### src/rtl/sa_wresp_router.sv
`default_nettype none
// ============================================================================
// Module   : sa_wresp_router
// Purpose  : Slave-arbiter B-channel return path. Routes slave write responses
//            to the issuing master in AW order and merges 4KB-split pairs.
// Options  : SA_BRESP_ID_CHECK_EN enables the sticky BID-vs-order check.
// Revision : 1.0 - initial release
// ============================================================================
module sa_wresp_router #(
    parameter int MST_AMT         = 3,
    parameter int OUTSTANDING_AMT = 8,
    parameter int MST_ID_W        = $clog2(MST_AMT),
    parameter int TRANS_MST_ID_W  = 5,
    parameter int TRANS_SLV_ID_W  = TRANS_MST_ID_W + MST_ID_W,
    parameter int TRANS_WR_RESP_W = 2
) (
    input  logic                                ACLK_i,
    input  logic                                ARESETn_i,
    input  logic [MST_ID_W-1:0]                 xADDR_mst_id_i,
    input  logic                                xADDR_crossing_flag_i,
    input  logic                                xADDR_fifo_order_wr_en_i,
    output logic                                order_full_o,
    input  logic [TRANS_SLV_ID_W-1:0]           s_BID_i,
    input  logic [TRANS_WR_RESP_W-1:0]          s_BRESP_i,
    input  logic                                s_BVALID_i,
    output logic                                s_BREADY_o,
    output logic [TRANS_MST_ID_W*MST_AMT-1:0]   dsp_BID_o,
    output logic [TRANS_WR_RESP_W*MST_AMT-1:0]  dsp_BRESP_o,
    output logic [MST_AMT-1:0]                  dsp_BVALID_o,
    input  logic [MST_AMT-1:0]                  dsp_BREADY_i,
    output logic                                id_mismatch_o
);

    localparam int C_PTR_W = $clog2(OUTSTANDING_AMT);
    localparam int C_CNT_W = C_PTR_W + 1;

    typedef enum logic [0:0] {
        ST_NORMAL = 1'b0,
        ST_SPLIT2 = 1'b1
    } state_t;

    // ------------------------------------------------------------------
    // Order FIFO
    // ------------------------------------------------------------------
    logic [MST_ID_W-1:0] fifo_mst_q   [OUTSTANDING_AMT];
    logic                fifo_cross_q [OUTSTANDING_AMT];
    logic [C_PTR_W-1:0]  wr_ptr_q, wr_ptr_d;
    logic [C_PTR_W-1:0]  rd_ptr_q, rd_ptr_d;
    logic [C_CNT_W-1:0]  count_q, count_d;

    logic                order_full;
    logic                order_empty;
    logic                push;
    logic                pop;
    logic [MST_ID_W-1:0] h_mst;
    logic                h_cross;

    assign order_full  = (count_q == C_CNT_W'(OUTSTANDING_AMT));
    assign order_empty = (count_q == '0);
    // A simultaneous pop frees a slot, so a push at full is still accepted.
    assign push        = xADDR_fifo_order_wr_en_i & (~order_full | pop);
    assign h_mst       = fifo_mst_q[rd_ptr_q];
    assign h_cross     = fifo_cross_q[rd_ptr_q];

    always_comb begin
        wr_ptr_d = wr_ptr_q;
        rd_ptr_d = rd_ptr_q;
        count_d  = count_q;
        if (push) begin
            wr_ptr_d = wr_ptr_q + C_PTR_W'(1);
        end
        if (pop) begin
            rd_ptr_d = rd_ptr_q + C_PTR_W'(1);
        end
        case ({push, pop})
            2'b10:   count_d = count_q + C_CNT_W'(1);
            2'b01:   count_d = count_q - C_CNT_W'(1);
            default: count_d = count_q;
        endcase
    end

    always_ff @(posedge ACLK_i) begin
        if (push) begin
            fifo_mst_q[wr_ptr_q]   <= xADDR_mst_id_i;
            fifo_cross_q[wr_ptr_q] <= xADDR_crossing_flag_i;
        end
    end

    // ------------------------------------------------------------------
    // Output stage and response FSM
    // ------------------------------------------------------------------
    state_t                     state_q, state_d;
    logic [TRANS_WR_RESP_W-1:0] hold_resp_q, hold_resp_d;
    logic                       out_valid_q, out_valid_d;
    logic [MST_ID_W-1:0]        out_mst_q, out_mst_d;
    logic [TRANS_MST_ID_W-1:0]  out_id_q, out_id_d;
    logic [TRANS_WR_RESP_W-1:0] out_resp_q, out_resp_d;

    logic                       mst_bready;
    logic                       out_free;
    logic                       s_hs;
    logic                       load;
    logic [TRANS_WR_RESP_W-1:0] load_resp;

    always_comb begin
        mst_bready = 1'b0;
        for (int i = 0; i < MST_AMT; i++) begin
            if (out_mst_q == MST_ID_W'(i)) begin
                mst_bready = dsp_BREADY_i[i];
            end
        end
    end

    assign out_free   = ~out_valid_q | mst_bready;
    // The first half of a split only lands in hold_resp, so it needs no output slot.
    assign s_BREADY_o = ~order_empty & (((state_q == ST_NORMAL) & h_cross) | out_free);
    assign s_hs       = s_BVALID_i & s_BREADY_o;

    always_comb begin
        state_d     = state_q;
        hold_resp_d = hold_resp_q;
        pop         = 1'b0;
        load        = 1'b0;
        load_resp   = s_BRESP_i;
        if (s_hs) begin
            case (state_q)
                ST_NORMAL: begin
                    if (h_cross) begin
                        hold_resp_d = s_BRESP_i;
                        state_d     = ST_SPLIT2;
                    end else begin
                        load = 1'b1;
                        pop  = 1'b1;
                    end
                end
                ST_SPLIT2: begin
                    // Worst response wins; the encoding is ordered by severity.
                    load_resp = (s_BRESP_i > hold_resp_q) ? s_BRESP_i : hold_resp_q;
                    load      = 1'b1;
                    pop       = 1'b1;
                    state_d   = ST_NORMAL;
                end
                default: state_d = ST_NORMAL;
            endcase
        end
    end

    always_comb begin
        out_valid_d = out_valid_q;
        out_mst_d   = out_mst_q;
        out_id_d    = out_id_q;
        out_resp_d  = out_resp_q;
        if (load) begin
            out_valid_d = 1'b1;
            out_mst_d   = h_mst;
            out_id_d    = s_BID_i[TRANS_MST_ID_W-1:0];
            out_resp_d  = load_resp;
        end else if (out_valid_q & mst_bready) begin
            out_valid_d = 1'b0;
        end
    end

    always_ff @(posedge ACLK_i or negedge ARESETn_i) begin
        if (!ARESETn_i) begin
            wr_ptr_q    <= '0;
            rd_ptr_q    <= '0;
            count_q     <= '0;
            state_q     <= ST_NORMAL;
            hold_resp_q <= '0;
            out_valid_q <= 1'b0;
            out_mst_q   <= '0;
            out_id_q    <= '0;
            out_resp_q  <= '0;
        end else begin
            wr_ptr_q    <= wr_ptr_d;
            rd_ptr_q    <= rd_ptr_d;
            count_q     <= count_d;
            state_q     <= state_d;
            hold_resp_q <= hold_resp_d;
            out_valid_q <= out_valid_d;
            out_mst_q   <= out_mst_d;
            out_id_q    <= out_id_d;
            out_resp_q  <= out_resp_d;
        end
    end

    // ------------------------------------------------------------------
    // Dispatcher outputs
    // ------------------------------------------------------------------
    assign order_full_o = order_full;
    assign dsp_BID_o    = {MST_AMT{out_id_q}};
    assign dsp_BRESP_o  = {MST_AMT{out_resp_q}};

    for (genvar g = 0; g < MST_AMT; g++) begin : g_dsp_valid
        assign dsp_BVALID_o[g] = out_valid_q & (out_mst_q == MST_ID_W'(g));
    end

    // ------------------------------------------------------------------
    // Optional BID routing check
    // ------------------------------------------------------------------
`ifdef SA_BRESP_ID_CHECK_EN
    logic id_mismatch_q, id_mismatch_d;

    always_comb begin
        id_mismatch_d = id_mismatch_q;
        if (s_hs && (s_BID_i[TRANS_SLV_ID_W-1-:MST_ID_W] != h_mst)) begin
            id_mismatch_d = 1'b1;
        end
    end

    always_ff @(posedge ACLK_i or negedge ARESETn_i) begin
        if (!ARESETn_i) begin
            id_mismatch_q <= 1'b0;
        end else begin
            id_mismatch_q <= id_mismatch_d;
        end
    end

    assign id_mismatch_o = id_mismatch_q;
`else
    logic unused_bid_msb;
    assign unused_bid_msb = &{1'b0, s_BID_i[TRANS_SLV_ID_W-1-:MST_ID_W]};
    assign id_mismatch_o  = 1'b0;
`endif

endmodule
`default_nettype wire
### config.mk
export PLATFORM = sky130hd
export DESIGN_NAME = sa_wresp_router
export DESIGN_NICKNAME = d
export VERILOG_FILES = /design/src/rtl/sa_wresp_router.sv
export SDC_FILE = /design/constraint.sdc
export NUM_CORES = 1
export LEC_CHECK = 0
export BUFFER_PORTS_ARGS = -buffer_cell sky130_fd_sc_hd__buf_2
export CAP_MARGIN = 30
export CORE_MARGIN = 2
export CORE_UTILIZATION = 33
export DETAILED_ROUTE_END_ITERATION = 7
export PLACE_DENSITY = 0.56
export REMOVE_ABC_BUFFERS = 1
export SYNTH_ARGS = -nofsm -noshare
export SYNTH_HDL_FRONTEND = slang
export SYNTH_SLANG_ARGS = --single-unit
### constraint.sdc
create_clock -name ACLK_i -period 3.4 [get_ports ACLK_i]
set_input_delay 0 -clock ACLK_i [delete_from_list [all_inputs] [get_ports ACLK_i]]
set_output_delay 0 -clock ACLK_i [all_outputs]
set_load 0.03 [all_outputs]
# == After elaboration in Yosys (flattened, before gate mapping) ==
# Memories as Yosys holds them, arrays and structs flattened. A register that Yosys moved wholly into a read port is not among the register bits.
# Cells that the tools add are included.
# word_totals
register_bits,21
mem_bits_rw,24
n_memories,2
# op_classes
bitwise_logic,15
n_addsub,4
order_cmp,1
reduce_logical,6
eq_ne,5
muxes,16
# mem_list
name,words,width,read_ports,rd_clocked_by_memory_dff,wr,line,text
fifo_mst_q,8,2,1,1,1,45,logic [MST_ID_W-1:0] fifo_mst_q [OUTSTANDING_AMT];
fifo_cross_q,8,1,1,0,1,46,logic fifo_cross_q [OUTSTANDING_AMT];
# op_table
op,count
2-to-1 mux 1 bit,10
bitwise AND 1 bit,8
case mux 4 bit (2 select lines),1
adder 3 x 1 -> 3 bit (second input constant),2
2-to-1 mux 2 bit,3
adder 4 x 1 -> 4 bit (second input constant),1
== test 2 x 1 -> 1 bit (second input constant),2
== test 2 bit (second input constant),2
== test 4 bit (second input constant),1
logical NOT 4 bit,1
inverter 1 bit,4
case mux 1 bit (2 select lines),2
nonzero test 2 bit,2
subtractor 4 x 1 -> 4 bit (second input constant),1
bitwise OR 1 bit,3
AND reduction 3 bit,1
greater-than comparator 2 bit,1
logical NOT 2 bit,1
logical NOT 1 bit,1

# == Longest topological paths before layout ==
# Gate-level depths: netlist of the first run.
# depth
depth_word,13
mapped_depth,14

# == Worst setup path before layout of the first run ==
# No wires, ideal clock.
# synth_timing
path_kind,register to register
from,"reg out_mst_q[0], read port of fifo_mst_q"
to,reg count_q[2]
required_ps,3272
arrival_time_ps,2361
setup_time_ps,128
slack_ps,910
path_stages_with_launch,14
n_path_buf,1
cell_sequence,dfrtp_1 mux2_4 o221ai_4 nor2_4 nand2_2 buf_6 inv_1 ha_1 xor2_1 ha_1 a21oi_1 xor2_1 nor2_1 xor2_1
# synth_between
elab_chain_cells,13
# synth_rtl
element,line,text
"start, declared",95,"logic [MST_ID_W-1:0] out_mst_q, out_mst_d;"
logical NOT 2 bit,108,if (out_mst_q == MST_ID_W'(i)) begin
2-to-1 mux 1 bit (2 in a row),108,
2-to-1 mux 1 bit (*),108,
bitwise OR 1 bit (*),114,assign out_free = ~out_valid_q | mst_bready;
bitwise OR 1 bit (*),116,assign s_BREADY_o = ~order_empty & (((state_q == ST_NORMAL) & h_cross) | out_free);
bitwise AND 1 bit (*),116,
bitwise AND 1 bit (*),117,assign s_hs = s_BVALID_i & s_BREADY_o;
2-to-1 mux 1 bit (*),-,
via load,102,logic load;
bitwise OR 1 bit,61,assign push = xADDR_fifo_order_wr_en_i & (~order_full | pop);
bitwise AND 1 bit,61,
== test 2 x 1 -> 1 bit / == test 2 bit (equally long branches),75,"case ({push, pop})"
case mux 4 bit (2 select lines) / nonzero test 2 bit (equally long branches),-,
"end signal, assigned",177,count_q <= count_d;
"end, declared",49,"logic [C_CNT_W-1:0] count_q, count_d;"
# Mark *: on every way through the listed nets, which the timed path passes. The rest lies on a longest branch.
# A chain may end at the register's enable or synchronous reset.

# == Worst setup path after layout of the first run ==
# layout_timing
from,reg rd_ptr_q[1]
to,reg count_q[3]
# layout_between
elab_chain_cells,10
# layout_rtl
element,line,text
"start, declared",48,"logic [C_PTR_W-1:0] rd_ptr_q, rd_ptr_d;"
"start signal, assigned",176,rd_ptr_q <= rd_ptr_d;
memory (8 x 1 bit) (*),-,
bitwise AND 1 bit,116,
bitwise OR 1 bit,116,
bitwise AND 1 bit,116,
bitwise AND 1 bit,117,
2-to-1 mux 1 bit (*),125,if (s_hs) begin
bitwise OR 1 bit,61,
bitwise AND 1 bit,61,
== test 2 x 1 -> 1 bit / == test 2 bit (equally long branches),75,
case mux 4 bit (2 select lines) / nonzero test 2 bit (equally long branches),-,
# Every way passes the cells marked *; elsewhere a longest branch is shown, timed or not.

==> results of run 1 <==
-- timing repair --
action,in CTS,in global routing
setup endpoints to repair,0,0
hold buffers,12,0
resized for setup,0,0
endpoints found under the hold margin,55,0
-- registers in the layout, summed over array words and instances, names as in the netlist --
name / cells
count_q: 4
out_resp_q: 2
out_mst_q: 2
hold_resp_q: 2
out_id_q: 5
fifo_mst_q: 16
wr_ptr_q: 3
out_valid_q: 1
fifo_cross_q: 8
rd_ptr_q: 3
state_q: 1
-- report_power, final --
part / internal [mW] / switching (mW)
clock: 0.294 / 0.185
combinational: 0.605 / 0.785
sequential: 0.792 / 0.235
total: 1.69 / 1.21
-- how the worst max path moves through the flow --
stage,slack [ns],from,to,depth (start not counted)
2_1_floorplan,0.65,rd_ptr_q[0],count_q[2],11
3_3_place_gp,0.70,rd_ptr_q[1],count_q[2],11
3_5_place_dp,0.68,rd_ptr_q[1],count_q[3],10
4_1_cts,0.64,rd_ptr_q[1],count_q[3],10
5_1_grt,0.41,rd_ptr_q[1],count_q[3],10
6_report,0.68,rd_ptr_q[1],count_q[3],10
-- worst max-delay path, cell delays in order, from the launching register on --
cell	delay, ns
dfrtp_1	0.63
mux2i_1	0.20
a22oi_2	0.24
nand3_4	0.17
o211ai_2	0.24
ha_1	0.29
nor4bb_1	0.32
a21oi_1	0.08
o22a_1	0.20
nor2_1	0.11
xor2_1	0.15
-- cell type report --
type	instances	share of cell area (%)
Clock inverter	2	2.05
Clock buffer	6	2.47
Tap cell	99	4.22
Sequential cell	47	44.2
Timing Repair Buffer	57	12.0
Multi-Input combinational cell	102	34.0
Inverter	8	1.02
-- cells by family (layout without fill, tap and decap cells) --
logic type / count (synthesis) / after routing / synth area share (%)
adders and majority gates: 8 / 8 / 4.00
xor gates and xnor gates: 8 / 8 / 2.80
other: 1 / 1 / 0.150
muxes: 27 / 27 / 15.2
buffers and inverters: 32 / 73 / 8.30
and+or+nand+nor: 38 / 38 / 11.4
AOI/OAI and AO/OA: 20 / 20 / 6.40
DFF: 47 / 47 / 51.8
-- routing by layer --
layer  track usage (%)  vias up
met2              17.4       23
met3              3.07        7
met4              4.92        0
met1              14.0      719
li1                  -      721
met5                 0        -
-- layout by cell type, fill, tap and decap left out, types with 2 or more instances in the layout --
master / count
clkbuf_8: 5
edfxtp_1: 24
mux2i_1: 8
mux4_1: 4
nand3_1: 2
mux2_2: 7
nor4b_2: 3
a31oi_1: 3
dlygate4sd3_1: 12
a21oi_1: 6
o21ai_0: 2
buf_2: 42
nor2b_1: 2
mux2_4: 7
bufinv_16: 2
dfrtp_1: 23
nor2_1: 10
nand2_1: 6
ha_1: 8
xnor2_1: 4
inv_1: 8
nor3_1: 2
nand2b_1: 2
buf_4: 3
xor2_1: 4
==> impl_metrics.toml, run 1 <==
[run_status]
outcome = "completed"

[die]
core_um2 = 7290
dieArea_um2 = 8300
row_count = 31
die_w_um = 91.1
num_io_pins = 46
start_util_pct = 34.3
die_h_um = 91.1

[synth]
ys_ff_latch = 47
synthTopCellsByArea = "edfxtp_1 (29%), dfrtp_1 (23%), buf_4 (4.5%)"
yosysTopAreaCellShare_pct = 28.8
synth_common_cells = "edfxtp_1 (24), dfrtp_1 (23), buf_4 (15), nor2_1 (10)"
async_flop_share_pct = 48.9
avgSynthCellArea_um2 = 13.8
ys_types = 47
yosys.cell_count.top_type = "edfxtp_1"
ys_seq_area_share_pct = 51.8
mappedNetlistArea_um2 = 2500
syn_inst = 181
synth_edf_count = 24
yosys_warnings = 0
synth_ff_type = "edfxtp_1"
synth_top_area_cell = "edfxtp_1"

[hold_path]
min_path_cells = 4
min-delay-start = "s_BVALID_i"
min_path_type = "input pin to register"
hold_path_end = "state_q"

[setup_path]
cp-start-kind = "register"
reg2reg_to = "count_q[3]"
rrSetupSlack_ns = 0.68
worstPathMaxFanout = 10
critPathKind = "register to register"
r2r_start = "rd_ptr_q[1]"
crit_arrival_ns = 2.94
worst-r2r-cell-count = 10
cp.required_ns = 3.63
worstSetupEndpointType = "register"

[routing]
viasPerCell = 4.58
top_layer_used = "met4"
wl_met3_um = 132
firstDrtPassIters = 4
wl_per_cell_um = 13.3
wl_met1_um = 1950
drt_iter0_drc = 75
vias = 1470
route.detailed.drc = 0
wl_met2_um = 2100
routed_wl_um = 4260
drtAntennaViolNets = 0

[cells_and_area]
fin_util_pct = 40.2
multi_input_area_um2 = 998
layout.nets = 248
fin_cells = 321
syn_to_final_growth_pct = 17.2
seq_area_um2 = 1300
final_area_um2 = 2930
antennaDiodeCount = 0
drive_gt1_share_pct = 35.6
nFillCells = 727

[sta]
rsz0062_at_grt = "false"
fin_hold_ws_ns = 0.107
skew_ns = 0.00933
hold_violations = 0
max_freq_mhz = 368
min_period_ns = 2.72
setup_viol = 0
slew_headroom_pct = 50.5
setup_tns_ns = 0
worst_slack_ns = 0.684
fin_crit_sh_pct = 79.9
drv_slew = 0
worst_pin_slew_ns = 0.736

[power]
power_density_nw_per_um2 = 987
p_leak_nw = 1.24
fin_total_pwr_mw = 2.90
ir_drop_mv = 0.242

[place]
postPlaceCellArea_um2 = 2680
hpwl_um = 3090
placedCellCount = 301
place.gp.congestion = 0.759
io_buffers = 42
pre_cts_ws_ns = 0.676

[cts]
cts_buffer_depth = 2
cts.sinks = 47
worstSkewPairLatency_ns = 0.31
cts-root-buf = "clkbuf_8"
clk_pin_slew_ns = 0.09
h-tree-depth = 2
postCtsSetupBuffers = 0
tritoncts = "yes"
cts_buffers = 5

[global_route]
antenna_found_initial = 0
grt_overflow = 0
grt_pass1_vias = 1436
grt.total_usage_pct = 11.0
grt_pass1_wl_um = 7070
grt_start_max_net_pins = 24

[run]
maxCapViolCount = 0
(Power assumes the default switching activity.)
==> inputs of run 2 (changes only) <==
ABC_AREA = 1   (was default)
PLACE_DENSITY = 0.58   (was 0.56)
clock period = 2.4 ns   (was 3.4 ns; I/O delays follow)
==> run 2 against run 1 <==
Compared with the run above: register-to-register slack worse by 0.52 ns; via count is 21% higher; global-route usage rose by 0.97 points; synthesized cell count increased by 39%; critical endpoint is now count_q[2]; maximum frequency grew 21%; clock-buffer cell count down 1; worst setup slack worse by 0.52 ns; first-iteration DRC count fell by 21%.
==> impl_metrics.toml, run 2 <==
[run_status]
outcome = "completed"

[sta]
slew_headroom_pct = 61.6
max_freq_mhz = 447
skew_ns = 0.00703
min_period_ns = 2.24
drv_slew = 0
worst_slack_ns = 0.163
worst_pin_slew_ns = 0.576
fin_crit_sh_pct = 93.2
setup_tns_ns = 0
setup_viol = 0
hold_violations = 0

[synth]
ys_seq_area_share_pct = 52.8
synthTopCellsByArea = "edfxtp_1 (29%), dfrtp_1 (23%), nand2_1 (8.7%)"
yosys_warnings = 0
syn_inst = 252
synth_top_area_cell = "edfxtp_1"
synth_edf_count = 24
mappedNetlistArea_um2 = 2450
yosysTopAreaCellShare_pct = 29.4
avgSynthCellArea_um2 = 9.74
synth_common_cells = "nand2_1 (57), inv_1 (26), nor2_1 (26), edfxtp_1 (24), dfrtp_1 (23)"
ys_types = 35
yosys.cell_count.top_type = "nand2_1"
synth_ff_type = "edfxtp_1"
ys_ff_latch = 47
async_flop_share_pct = 48.9

[die]
die_w_um = 90.2
row_count = 31
die_h_um = 90.2
start_util_pct = 34.0
num_io_pins = 46
dieArea_um2 = 8140
core_um2 = 7210

[cells_and_area]
layout.nets = 335
drive_gt1_share_pct = 28.5
largest_reg_flops = 16
reg_top3 = "fifo_mst_q (16), fifo_cross_q (8), out_id_q (5)"
final_cell_mix = "nand2_1 (55), buf_2 (42), inv_1 (25), nor2_1 (25), edfxtp_1 (24)"
fin_util_pct = 41.2
nFillCells = 734
syn_to_final_growth_pct = 21.2
final_common_cell = "nand2_1"
antennaDiodeCount = 0
fin_cells = 408
largest_register = "fifo_mst_q"

[setup_path]
worstSetupEndpointType = "register"
path_cells = "buf_6, nand2_1, nand2_1, nand2_1, nand3_2, nand3_4, nand4_4, nand2_4, nand2_4, ha_4, nand2_2, inv_2, nor2_4, ha_2, a21oi_1, or2_4, a31oi_1"
rrSetupSlack_ns = 0.16
cp-start-kind = "register"
crit_slowest_cell = "dfrtp_1"
cp.required_ns = 2.62
r2r_start = "rd_ptr_q[0]"
crit_arrival_ns = 2.46
slowest_delay_ns = 0.42
crit_top_cell = "nand2_1"
worst-r2r-cell-count = 17
critPathKind = "register to register"
critPathCapture = "count_q[2]"
reg2reg_to = "count_q[2]"
worstPathMaxFanout = 3
crit_start = "rd_ptr_q[0]"

[cts]
cts_buffer_depth = 2
cts.sinks = 47
cts_buffers = 5
cts-root-buf = "clkbuf_8"
worstSkewPairLatency_ns = 0.30
clk_pin_slew_ns = 0.08
tritoncts = "yes"
h-tree-depth = 2

[power]
p_leak_nw = 1.40
ir_drop_mv = 0.381
power_density_nw_per_um2 = 1320

[routing]
firstDrtPassIters = 4
viasPerCell = 4.36
route.detailed.drc = 0
wl_per_cell_um = 11.2
routed_wl_um = 4590
vias = 1780
drt_iter0_drc = 59
drtAntennaViolNets = 0

[global_route]
antenna_found_initial = 0
grt.total_usage_pct = 12.0
grt_pass1_wl_um = 7860
grt_overflow = 0
grt_pass1_vias = 1696
grt_start_max_net_pins = 24

[hold_path]
min_path_type = "input pin to register"
min_path_cells = 3

[place]
placedCellCount = 385
io_buffers = 42
pre_cts_ws_ns = 0.0447
hpwl_um = 3350
place.gp.congestion = 0.789

[run]
maxCapViolCount = 0
-- run 2: cell count changes in the layout (fill, tap and decap cells not counted), moves of 8 or more --
| cell | change |
|---|---|
| buf_4 | +11 |
| mux2i_1 | -8 |
| nor2_1 | +15 |
| inv_1 | +17 |
| nand3_1 | +12 |
| nand2_1 | +49 |
| o21ai_0 | +8 |
-- run 2: area by class of cell --
| type | count | area, µm² | area share [%] |
|---|---|---|---|
| clock buffer | 5 | 68.8 | 2.31 |
| clock inverter | 3 | 20.0 | 0.673 |
| inverter | 28 | 108 | 3.62 |
| multi-input combinational | 157 | 910 | 30.6 |
| sequential | 47 | 1300 | 43.6 |
| tap | 99 | 124 | 4.17 |
| timing repair buffer | 69 | 447 | 15.0 |
-- run 2: critical path: cells and delay by family, from the launching register on --
family	cells	cell delay, ns
buffers and inverters	2	0.19
and+or+nand+nor	11	1.02
AOI/OAI and AO/OA	2	0.20
DFF	1	0.42
adders and majority gates	2	0.32
-- run 2: layer usage --
layer,GRT usage (%),part of all wire (%)
met4,4.23,1.5
met3,3.27,2.9
met2,20.2,49
met5,0,0
met1,14.7,47
-- run 2: cell families after synthesis --
logic type | count (synthesis) | synth area share [%]
other | 1 | 0.153
flip-flops | 47 | 52.8
AO/OA/AOI/OAI | 24 | 6.63
adder cells (fa/ha/maj) | 8 | 4.08
buffers and inverters | 48 | 11.3
XOR/XNOR | 5 | 1.78
AND/OR/NAND/NOR | 119 | 23.2
-- run 2: where the power goes --
part	total (mW)	internal (mW)	switching (mW)
Sequential	1.33	1.11	0.224
Combinational	2.13	0.776	1.35
Clock	0.467	0.203	0.263
Total	3.93	2.09	1.84
-- run 2: through the flow --
stage	power (mW)	hold WS, ns	instance area [µm²]
global placement	3.36	0.0266	2710
detailed placement	3.39	0.0202	2710
finish	3.93	0.00574	2970
CTS	3.88	0.00239	2920
global route	4.27	0.0252	2970
floorplan	2.76	-0.296	2280
-- run 2: worst min path at each step --
stage               slack [ns]             end  startpoint
detailed placement        0.02    out_mst_q[0]   ARESETn_i
floorplan                -0.30      count_q[0]   ARESETn_i
global route              0.03  hold_resp_q[0]  s_BVALID_i
finish                   0.006         state_q  s_BVALID_i
global placement          0.03    out_mst_q[1]   ARESETn_i
CTS                      0.002         state_q  s_BVALID_i
-- run 2: repair_timing --
item | 4_1_cts | 5_1_grt
setup endpoints to repair | 0 | 2
hold buffers | 12 | 0
setup buffers | 0 | 3
hold endpoints to repair | 55 | 0
resized for setup | 0 | 10
